==> src/rtl/instr_fetch.sv <==
// Instruction fetch stage: PC, credit-limited in-order memory requests, return FIFO and redirect flush.
// Optional performance counters are enabled with FETCH_PERF_CNT_EN.
module instr_fetch #(
    parameter int unsigned       ADDR_W     = 32,
    parameter logic [ADDR_W-1:0] RESET_PC   = '0,
    parameter int unsigned       FIFO_DEPTH = 2
) (
    input  logic              clk,
    input  logic              reset,
    output logic              imem_req,
    output logic [ADDR_W-1:0] imem_addr,
    input  logic              imem_gnt,
    input  logic              imem_rvalid,
    input  logic [31:0]       imem_rdata,
    output logic              instr_valid,
    output logic [31:0]       instr,
    output logic [ADDR_W-1:0] instr_pc,
    input  logic              instr_ready,
    input  logic              pcsrc,
    input  logic [ADDR_W-1:0] pc_target
`ifdef FETCH_PERF_CNT_EN
    ,
    output logic [31:0]       perf_fetched,
    output logic [31:0]       perf_flushed,
    output logic [31:0]       perf_stall
`endif
);
    localparam int unsigned PW = $clog2(FIFO_DEPTH);
    localparam int unsigned CW = PW + 1;
    localparam logic [CW:0]   DEPTH_WIDE = (CW+1)'(FIFO_DEPTH);
    localparam logic [CW-1:0] DEPTH_C    = CW'(FIFO_DEPTH);

    typedef enum logic [1:0] {IDLE, RUN, FLUSH} state_t;

    state_t            state_q, state_d;
    logic [ADDR_W-1:0] pc_q, pc_d;
    logic [ADDR_W-1:0] resp_pc_q, resp_pc_d;
    logic [CW-1:0]     out_q, out_d;
    logic [CW-1:0]     stale_q, stale_d;
    logic [CW-1:0]     cnt_q, cnt_d;
    logic [PW-1:0]     wr_ptr_q, wr_ptr_d;
    logic [PW-1:0]     rd_ptr_q, rd_ptr_d;

    logic [31:0]       data_mem [FIFO_DEPTH];
    logic [ADDR_W-1:0] pc_mem   [FIFO_DEPTH];

    logic              redirect, fifo_empty, credit_ok, issue, rsp_live, push, pop, drop_flush;
    logic [ADDR_W-1:0] target_aligned;

    assign target_aligned = pc_target & {{(ADDR_W-2){1'b1}}, 2'b00};
    assign redirect   = pcsrc && (state_q != IDLE);
    assign fifo_empty = (cnt_q == '0);
    assign credit_ok  = ({1'b0, cnt_q} + {1'b0, out_q}) < DEPTH_WIDE;
    assign imem_req   = (state_q == RUN) && !redirect && credit_ok;
    assign imem_addr  = pc_q;
    assign issue      = imem_req && imem_gnt;
    // A response only counts when a request is actually in flight; this masks strays after reset.
    assign rsp_live   = imem_rvalid && (state_q == RUN) && (out_q != '0);
    assign push       = rsp_live && !redirect;
    assign pop        = instr_valid && instr_ready && !redirect;
    assign drop_flush = imem_rvalid && (state_q == FLUSH) && (stale_q != '0);

    assign instr_valid = !fifo_empty;
    assign instr       = fifo_empty ? '0 : data_mem[rd_ptr_q];
    assign instr_pc    = fifo_empty ? '0 : pc_mem[rd_ptr_q];

    always_comb begin
        state_d   = state_q;
        pc_d      = pc_q;
        resp_pc_d = resp_pc_q;
        out_d     = out_q;
        stale_d   = stale_q;
        cnt_d     = cnt_q;
        wr_ptr_d  = wr_ptr_q;
        rd_ptr_d  = rd_ptr_q;
        if (redirect) begin
            pc_d      = target_aligned;
            resp_pc_d = target_aligned;
            cnt_d     = '0;
            wr_ptr_d  = '0;
            rd_ptr_d  = '0;
            out_d     = '0;
            if (state_q == RUN) stale_d = out_q - CW'(rsp_live);
            else                stale_d = stale_q - CW'(drop_flush);
            state_d = (stale_d != '0) ? FLUSH : RUN;
        end else begin
            case (state_q)
                IDLE: state_d = RUN;
                RUN: begin
                    if (issue) pc_d = pc_q + ADDR_W'(4);
                    out_d = out_q + CW'(issue) - CW'(push);
                    cnt_d = cnt_q + CW'(push) - CW'(pop);
                    if (push) begin
                        wr_ptr_d  = wr_ptr_q + PW'(1);
                        resp_pc_d = resp_pc_q + ADDR_W'(4);
                    end
                    if (pop) rd_ptr_d = rd_ptr_q + PW'(1);
                end
                FLUSH: begin
                    if (drop_flush) stale_d = stale_q - CW'(1);
                    if (stale_d == '0) state_d = RUN;
                end
                default: state_d = IDLE;
            endcase
        end
    end

    always_ff @(posedge clk or posedge reset) begin
        if (reset) begin
            state_q   <= IDLE;
            pc_q      <= RESET_PC;
            resp_pc_q <= RESET_PC;
            out_q     <= '0;
            stale_q   <= '0;
            cnt_q     <= '0;
            wr_ptr_q  <= '0;
            rd_ptr_q  <= '0;
        end else begin
            state_q   <= state_d;
            pc_q      <= pc_d;
            resp_pc_q <= resp_pc_d;
            out_q     <= out_d;
            stale_q   <= stale_d;
            cnt_q     <= cnt_d;
            wr_ptr_q  <= wr_ptr_d;
            rd_ptr_q  <= rd_ptr_d;
        end
    end

    // Storage carries no reset; the outputs are gated by the occupancy count instead.
    always_ff @(posedge clk) begin
        if (push) begin
            data_mem[wr_ptr_q] <= imem_rdata;
            pc_mem[wr_ptr_q]   <= resp_pc_q;
        end
    end

    assert property (@(posedge clk) disable iff (reset) !(push && !pop && (cnt_q == DEPTH_C)));

`ifdef FETCH_PERF_CNT_EN
    logic [31:0] fetched_q, flushed_q, stall_q;
    logic [31:0] flush_inc;

    function automatic logic [31:0] sat_add(input logic [31:0] a, input logic [31:0] b);
        logic [32:0] s;
        s = {1'b0, a} + {1'b0, b};
        return s[32] ? 32'hFFFF_FFFF : s[31:0];
    endfunction

    always_comb begin
        flush_inc = 32'(drop_flush);
        if (redirect) flush_inc = flush_inc + 32'(cnt_q) + 32'(rsp_live);
    end

    always_ff @(posedge clk or posedge reset) begin
        if (reset) begin
            fetched_q <= '0;
            flushed_q <= '0;
            stall_q   <= '0;
        end else begin
            fetched_q <= sat_add(fetched_q, 32'(pop));
            flushed_q <= sat_add(flushed_q, flush_inc);
            stall_q   <= sat_add(stall_q, 32'(instr_ready && !instr_valid));
        end
    end

    assign perf_fetched = fetched_q;
    assign perf_flushed = flushed_q;
    assign perf_stall   = stall_q;
`endif
endmodule

==> config.mk <==
export PLATFORM = sky130hd
export DESIGN_NAME = instr_fetch
export DESIGN_NICKNAME = d
export VERILOG_FILES = /design/src/rtl/instr_fetch.sv
export SDC_FILE = /design/constraint.sdc
export NUM_CORES = 1
export LEC_CHECK = 0
export ABC_CLOCK_PERIOD_IN_PS = 4800
export BUFFER_PORTS_ARGS = -buffer_cell sky130_fd_sc_hd__buf_2
export CAP_MARGIN = 10
export CORE_UTILIZATION = 40
export DETAILED_ROUTE_END_ITERATION = 6
export GPL_ROUTABILITY_DRIVEN = 0
export PLACE_DENSITY_LB_ADDON = 0.08
export SLEW_MARGIN = 0
export SYNTH_ARGS = -nofsm -noshare
export SYNTH_HDL_FRONTEND = slang
export SYNTH_SLANG_ARGS = --single-unit
==> constraint.sdc <==
create_clock -name clk -period 4.8 [get_ports clk]
set_input_delay 0.48 -clock clk [delete_from_list [all_inputs] [get_ports clk]]
set_output_delay 0.48 -clock clk [all_outputs]
set_load 0.02 [all_outputs]
==> results of run 1 <==
## final timing paths
path                          startpoint               to  slack (ns)  depth (start not counted)
max                           state_q[0]  data_mem[0][17]        1.50                          6
min                                reset    imem_addr[29]        0.19                          2
max reg2reg                   state_q[0]  data_mem[0][17]        1.50                          6
min reg2reg                resp_pc_q[13]    pc_mem[1][13]        0.54                          0
max in group asynchronous          reset         rd_ptr_q        3.60                          3
min in group clk           imem_rdata[1]   data_mem[1][1]        0.24                          1
## flip-flops by register name, summed over array words and instances (netlist names)
signal,flops
stale_q,2
pc_mem,60
state_q,2
data_mem,64
wr_ptr_q,1
cnt_q,2
resp_pc_q,30
out_q,2
rd_ptr_q,1
imem_addr,30
## metal layers
layer	GRT usage, %	vias to the layer above	share of wire, %
met5	0	-	0
met4	6.00	0	1.2
met3	2.89	20	4.8
met2	28.4	222	44
met1	29.0	3277	50
li1	-	3312	-
## stage by stage
stage | power, mW | worst slack [ns]
final | 7.06 | 1.50
after CTS | 7.12 | 1.52
after global placement | 5.72 | 1.38
after detailed placement | 5.74 | 1.36
after floorplan | 4.78 | 0.459
after global routing | 7.52 | 1.28
## kinds of logic (layout without fill, tap and decap cells)
logic type               count (synthesis)  in the layout
AND/OR/NAND/NOR                        279            279
flip-flops                             194            194
AO/OA/AOI/OAI                          182            182
buffers and inverters                   66            223
multiplexers                            64             64
adder cells (fa/ha/maj)                 10             10
XOR/XNOR                                 4              4
other                                    1              4
## synth_stat cells (7+ instances only)
library cell / n / area (µm²)
a211oi_1: 16 / 120
a21oi_1: 47 / 235
a311oi_1: 17 / 149
and3_1: 17 / 106
and4_1: 7 / 61.3
buf_2: 11 / 55.1
clkbuf_1: 29 / 109
dfrtp_1: 70 / 1750
edfxtp_1: 124 / 3720
ha_1: 9 / 113
inv_1: 16 / 60.1
mux2i_1: 64 / 641
nand2_1: 43 / 161
nand3_1: 20 / 100
nand4_1: 13 / 81.3
nor2_1: 115 / 432
nor3_1: 22 / 110
o21ai_0: 44 / 220
o22ai_1: 18 / 113
## layout make-up
class | instances | area [µm²] | share of cell area, %
clock buffer | 17 | 425 | 3.92
clock inverter | 15 | 136 | 1.26
inverter | 17 | 63.8 | 0.588
multi-input combinational | 543 | 3460 | 31.9
sequential | 194 | 5480 | 50.5
tap | 285 | 357 | 3.29
timing repair buffer | 174 | 928 | 8.55
## power breakdown
group          switching [mW]  internal [mW]  leakage, nW
logic                    1.77          0.986         1.98
registers               0.567           2.37         1.96
clock network           0.679          0.689        0.277
==> impl_metrics.csv, run 1 <==
group,metric,value,unit
cts,post_cts_buffers,0,
cts,cts-buffers-inserted,17,
cts,clk_pin_slew_worst_paths,0.08,ns
finish,areaGrowthSynthToFinish,18.3,%
power,peakVddDrop,0.266,mV
placed_design,dpl_cell_area,0.0103,mm²
cts,htree_levels,4,
critical_path,critPathLaunchType,"flip-flop",
synth,synth_cells,800,
power,p_leak,4.22,nW
synth,seq_area_frac_synth,59.7,%
synth,syn_area_per_cell,11.5,µm²
finish,nFillCells,2128,
synth,synth_mux_area_share,6.98,%
route,via_per_inst,5.49,
finish,fin_nets,1027,
route,dr.first_iter.drc_count,384,
floorplanning,die_w,153,µm
synth,synth_edf_count,124,
floorplanning,rows,55,
cts,ctsHoldBuffers,0,
cts,clk-insertion-delay-late,0.44,ns
critical_path,required,4.91,ns
critical_path,slowest_stage,"dfrtp_1",
floorplanning,start_util,40.6,%
timing,fin_crit_sh,68.8,%
synth,ys_warn_count,0,
timing,hold_violations,0,
route,first_pass_iters,5,
route,drt_wl_total,22.1,mm
critical_path,max_stage_delay,0.73,ns
grt,grt_pass1_vias,6342,
synth,async_reset_ff_share,36.1,%
floorplanning,fp.dieH,153,µm
finish,diodes,0,
finish,drive_above_1_share,24.5,%
cts,cts_buffer_depth,2,
floorplanning,core-area,0.0226,mm²
critical_path,end_kind,"flip-flop",
timing,worstMarginPinSlew,0.828,ns
timing,rsz0062_at_grt,"no",
synth,synth-xor-area-share,0.382,%
placed_design,dpl.cell_count,1213,
placed_design,port_buffers,161,
synth,ys.flop_type,"edfxtp_1",
synth,ys_ff_latch,194,
grt,antenna_found_initial,0,
synth,synth_fa_ha_area_share,1.45,%
floorplanning,io_pins,168,
cts,cts_resized,0,
route,antenna_left,0,
outcome,status,"finished clean",
run,drv_cap,0,
route,drc,0,
timing,fin_skew,0.0148,ns
grt,grt_max_degree,64,
synth,ys_types,67,
synth,synth_compound_area_share,12.9,%
placed_design,hpwl,14.7,mm
grt,grtUsageTotal,19.2,%
critical_path,critPathKind,"flip-flop to flip-flop",
timing,finalSetupTns,0,ns
finish,fin_util,48.1,%
critical_path,arrival,3.41,ns
floorplanning,dieArea,0.0235,mm²
timing,setup_viol,0,
timing,fmax,0.303,GHz
cts,cts-root-buf,"clkbuf_16",
cts,tritoncts,"yes",
cts,cts_sinks,194,
route,wl_per_cell,17.8,µm
timing,slew_headroom,44.8,%
critical_path,path_buf_inv,2,
synth,synth_simple_gate_area_share,15.5,%
timing,min_period,3.30,ns
finish,layout_common_cells,"buf_2, edfxtp_1, nor2_1",
timing,whs,0.188,ns
critical_path,path_cells,"o21a_2 > nor2_4 > nor2_2 > inv_2 > nor2_4 > buf_12",
timing,finalMaxSlewViolations,0,
worst_hold_path,hp-class,"input port to async pin",
grt,grt.overflow.total,0,
critical_path,critical_path.top_delay_family,"simple AND/OR/NAND/NOR gates",
critical_path,critical_path.most_common_cell,"nor2_4",
power,pwr_density_cell,650,mW/mm²
route,vias,6831,
critical_path,cp_max_fo,44,
finish,instances_no_fill,1245,
synth,synth_top_family_by_area,"simple AND/OR/NAND/NOR gates",
finish,final_common_cell,"buf_2",
grt,grt_pass1_wl,35.1,mm
finish,stdcell_area,0.0109,mm²
synth,netlist_area,0.00917,mm²
Power figures use the tool's default switching activity.
==> run 2: changes to the inputs <==
--- a/config.mk
+++ b/config.mk
@@ -5,7 +5,8 @@
 export SDC_FILE = /design/constraint.sdc
 export NUM_CORES = 1
 export LEC_CHECK = 0
-export ABC_CLOCK_PERIOD_IN_PS = 4800
+export ABC_AREA = 1
+export ABC_CLOCK_PERIOD_IN_PS = 2800
 export BUFFER_PORTS_ARGS = -buffer_cell sky130_fd_sc_hd__buf_2
 export CAP_MARGIN = 10
 export CORE_UTILIZATION = 40
==> constraint.sdc (replaced) <==
create_clock -name clk -period 2.8 [get_ports clk]
set_input_delay 0.28 -clock clk [delete_from_list [all_inputs] [get_ports clk]]
set_output_delay 0.28 -clock clk [all_outputs]
set_load 0.02 [all_outputs]
==> run 2 against run 1 <==
  * Sequential share of layout area decreased by 2.9 points
  * Design area increased by 6.2%
  * Global-route usage increased by 0.85 points
  * Power increased by 64%
  * Hold slack got worse by 0.15 ns
  * Combinational power increased by 62%
  * Cell count increased by 31%
  * Utilization increased by 0.71 points
  * Critical path depth increased by 5
  * Fmax increased by 39%
  * Clock skew decreased by 0.0013 ns
  * Critical path type unchanged
  * Largest power group unchanged
==> impl_metrics.csv, run 2 <==
group,metric,value,unit
grt,grt.overflow.total,0,
finish,layout_common_cells,"nand2_1, buf_2, nor2_1",
floorplanning,core-area,0.0236,mm²
finish,fin_nets,1382,
synth,synth_cells,1148,
worst_hold_path,hp-class,"input port to flip-flop",
power,peakVddDrop,0.388,mV
finish,diodes,0,
synth,synth_edf_count,124,
floorplanning,fp.dieH,158,µm
cts,clk_pin_slew_worst_paths,0.08,ns
finish,drive_above_1_share,18.3,%
synth,async_reset_ff_share,36.1,%
cts,htree_levels,4,
synth,synth_area_leaders,"edfxtp_1, dfrtp_1, nand2_1, a21oi_1, nor2_1",
finish,areaGrowthSynthToFinish,18.8,%
finish,final_common_cell,"nand2_1",
timing,finalMaxSlewViolations,0,
cts,clk-insertion-delay-late,0.44,ns
synth,yosysMostFrequentCell,"nand2_1",
power,pwr_density_cell,1000,mW/mm²
synth,ys_warn_count,0,
grt,grt_pass1_wl,38.1,mm
synth,ys_types,33,
floorplanning,rows,56,
grt,grt_max_degree,71,
route,dr.first_iter.drc_count,475,
synth,netlist_area,0.00970,mm²
critical_path,critical_path.top_delay_family,"buffers and inverters",
finish,largest_registers,"data_mem: 64 flops, pc_mem: 60 flops",
cts,cts_buffer_depth,2,
critical_path,path_cells,"nand2_1 > inv_1 > fa_1 > nor2_1 > nand3_4 > buf_4 > nand2_2 > buf_4 > o21ai_1 > o21ai_1 > inv_1",
cts,cts-buffers-inserted,17,
grt,grt_pass1_vias,7289,
synth,synth_top_area_share,38.4,%
placed_design,dpl_cell_area,0.0109,mm²
timing,fin_crit_sh,84.9,%
critical_path,critPathKind,"flip-flop to flip-flop",
finish,stdcell_area,0.0115,mm²
timing,min_period,2.38,ns
floorplanning,io_pins,168,
critical_path,path_buf_inv,4,
route,first_pass_iters,4,
synth,seq_area_frac_synth,56.4,%
floorplanning,dieArea,0.0249,mm²
finish,largest-register,"data_mem",
route,antenna_left,0,
outcome,status,"finished clean",
timing,hold_violations,0,
critical_path,required,3.14,ns
power,p_leak,5.27,nW
finish,instances_no_fill,1634,
critical_path,max_stage_delay,0.46,ns
cts,post_cts_buffers,0,
timing,setup_viol,0,
timing,rsz0062_at_grt,"no",
grt,antenna_found_initial,0,
finish,largest_register_ffs,64,
timing,fin_skew,0.0135,ns
synth,ys.flop_type,"edfxtp_1",
synth,ys_ff_latch,194,
floorplanning,die_w,158,µm
route,wl_per_cell,14.7,µm
synth,synth_top_area_cell,"edfxtp_1",
route,drt_wl_total,24.0,mm
critical_path,critPathLaunchType,"flip-flop",
finish,fin_util,48.8,%
grt,grtUsageTotal,20.1,%
cts,tritoncts,"yes",
route,drc,0,
timing,worstMarginPinSlew,0.724,ns
cts,cts-root-buf,"clkbuf_16",
placed_design,port_buffers,161,
timing,whs,0.0334,ns
placed_design,hpwl,16.5,mm
synth,netlist_top_cells_count,"nand2_1, nor2_1, edfxtp_1",
critical_path,cp_max_fo,27,
route,vias,7904,
synth,syn_area_per_cell,8.45,µm²
critical_path,slowest_stage,"fa_1",
timing,fmax,0.421,GHz
route,via_per_inst,4.84,
floorplanning,start_util,41.1,%
critical_path,arrival,2.71,ns
cts,cts_sinks,194,
critical_path,end_kind,"flip-flop",
run,drv_cap,0,
timing,finalSetupTns,0,ns
placed_design,dpl.cell_count,1601,
timing,slew_headroom,51.7,%
-- run 2: cell count changes after synthesis, moves of 19 or more --
| cell | before | now |
|---|---|---|
| o21ai_1 | 1 | 20 |
| a21oi_1 | 47 | 113 |
| nor3_1 | 22 | 2 |
| inv_1 | 16 | 118 |
| nor2_1 | 115 | 144 |
| nand2_1 | 43 | 355 |
| mux2i_1 | 64 | 0 |
-- run 2: stage by stage --
| stage | total power [mW] | setup WS (ns) |
|---|---|---|
| floorplan | 7.59 | -0.205 |
| global placement | 9.01 | 0.490 |
| detailed placement | 9.10 | 0.425 |
| CTS | 11.7 | 0.415 |
| global route | 12.5 | 0.245 |
| finish | 11.6 | 0.423 |
-- run 2: layout make-up --
type                            instances  area (µm²)
Fill cell                            2305       12100
Sequential cell                       194        5480
Multi-Input combinational cell        789        3570
Timing Repair Buffer                  178         986
Inverter                              122         458
Clock buffer                           17         425
Tap cell                              319         399
Clock inverter                         15         204
-- run 2: cells by family after synthesis --
group	after synthesis	share of synthesized area [%]
AOI/OAI and AO/OA	200	10.8
adders and majority gates	10	1.37
and+or+nand+nor	568	23.5
xor gates and xnor gates	7	0.632
other	1	0.0387
DFF	194	56.4
buffers and inverters	168	7.14
-- run 2: final timing paths --
path	startpoint	end	slack, ns	depth (start not counted)
setup reg to reg	cnt_q[0]	imem_addr[18]	0.42	11
setup / recovery	cnt_q[0]	imem_addr[18]	0.42	11
hold reg to reg	stale_q[0]	stale_q[0]	0.52	1
min in group asynchronous	reset	state_q[0]	0.47	4
hold / removal	imem_rdata[0]	data_mem[1][0]	0.03	1
max in group asynchronous	reset	resp_pc_q[23]	2.00	4
-- run 2: repair_timing --
action / 4_1_cts / 5_1_grt
hold buffers: 1 / 0
resized for setup: 0 / 0
hold endpoints to repair: 70 / 0
endpoints found under the setup margin: 0 / 0
-- run 2: worst reg2reg max path, delay by kind of cell, from the launching register on --
kind / cells / cell delay [ns]
compound gates: 2 / 0.32
fa+ha+maj: 1 / 0.46
simple gates: 4 / 0.47
flops: 1 / 0.44
buf+inv: 4 / 0.60
-- run 2: power by group --
group          switching (mW)  internal, mW
Clock                    1.19          1.38
Sequential              0.801          3.74
Combinational            3.00          1.46
Total                    4.99          6.57
-- run 2: metal layers --
metal,routed length [µm],GRT usage [%],part of all wire [%]
met5,0,0,0
met4,308,5.18,1.3
met3,1200,3.72,5.0
met2,10700,31.7,45
met1,11800,28.4,49
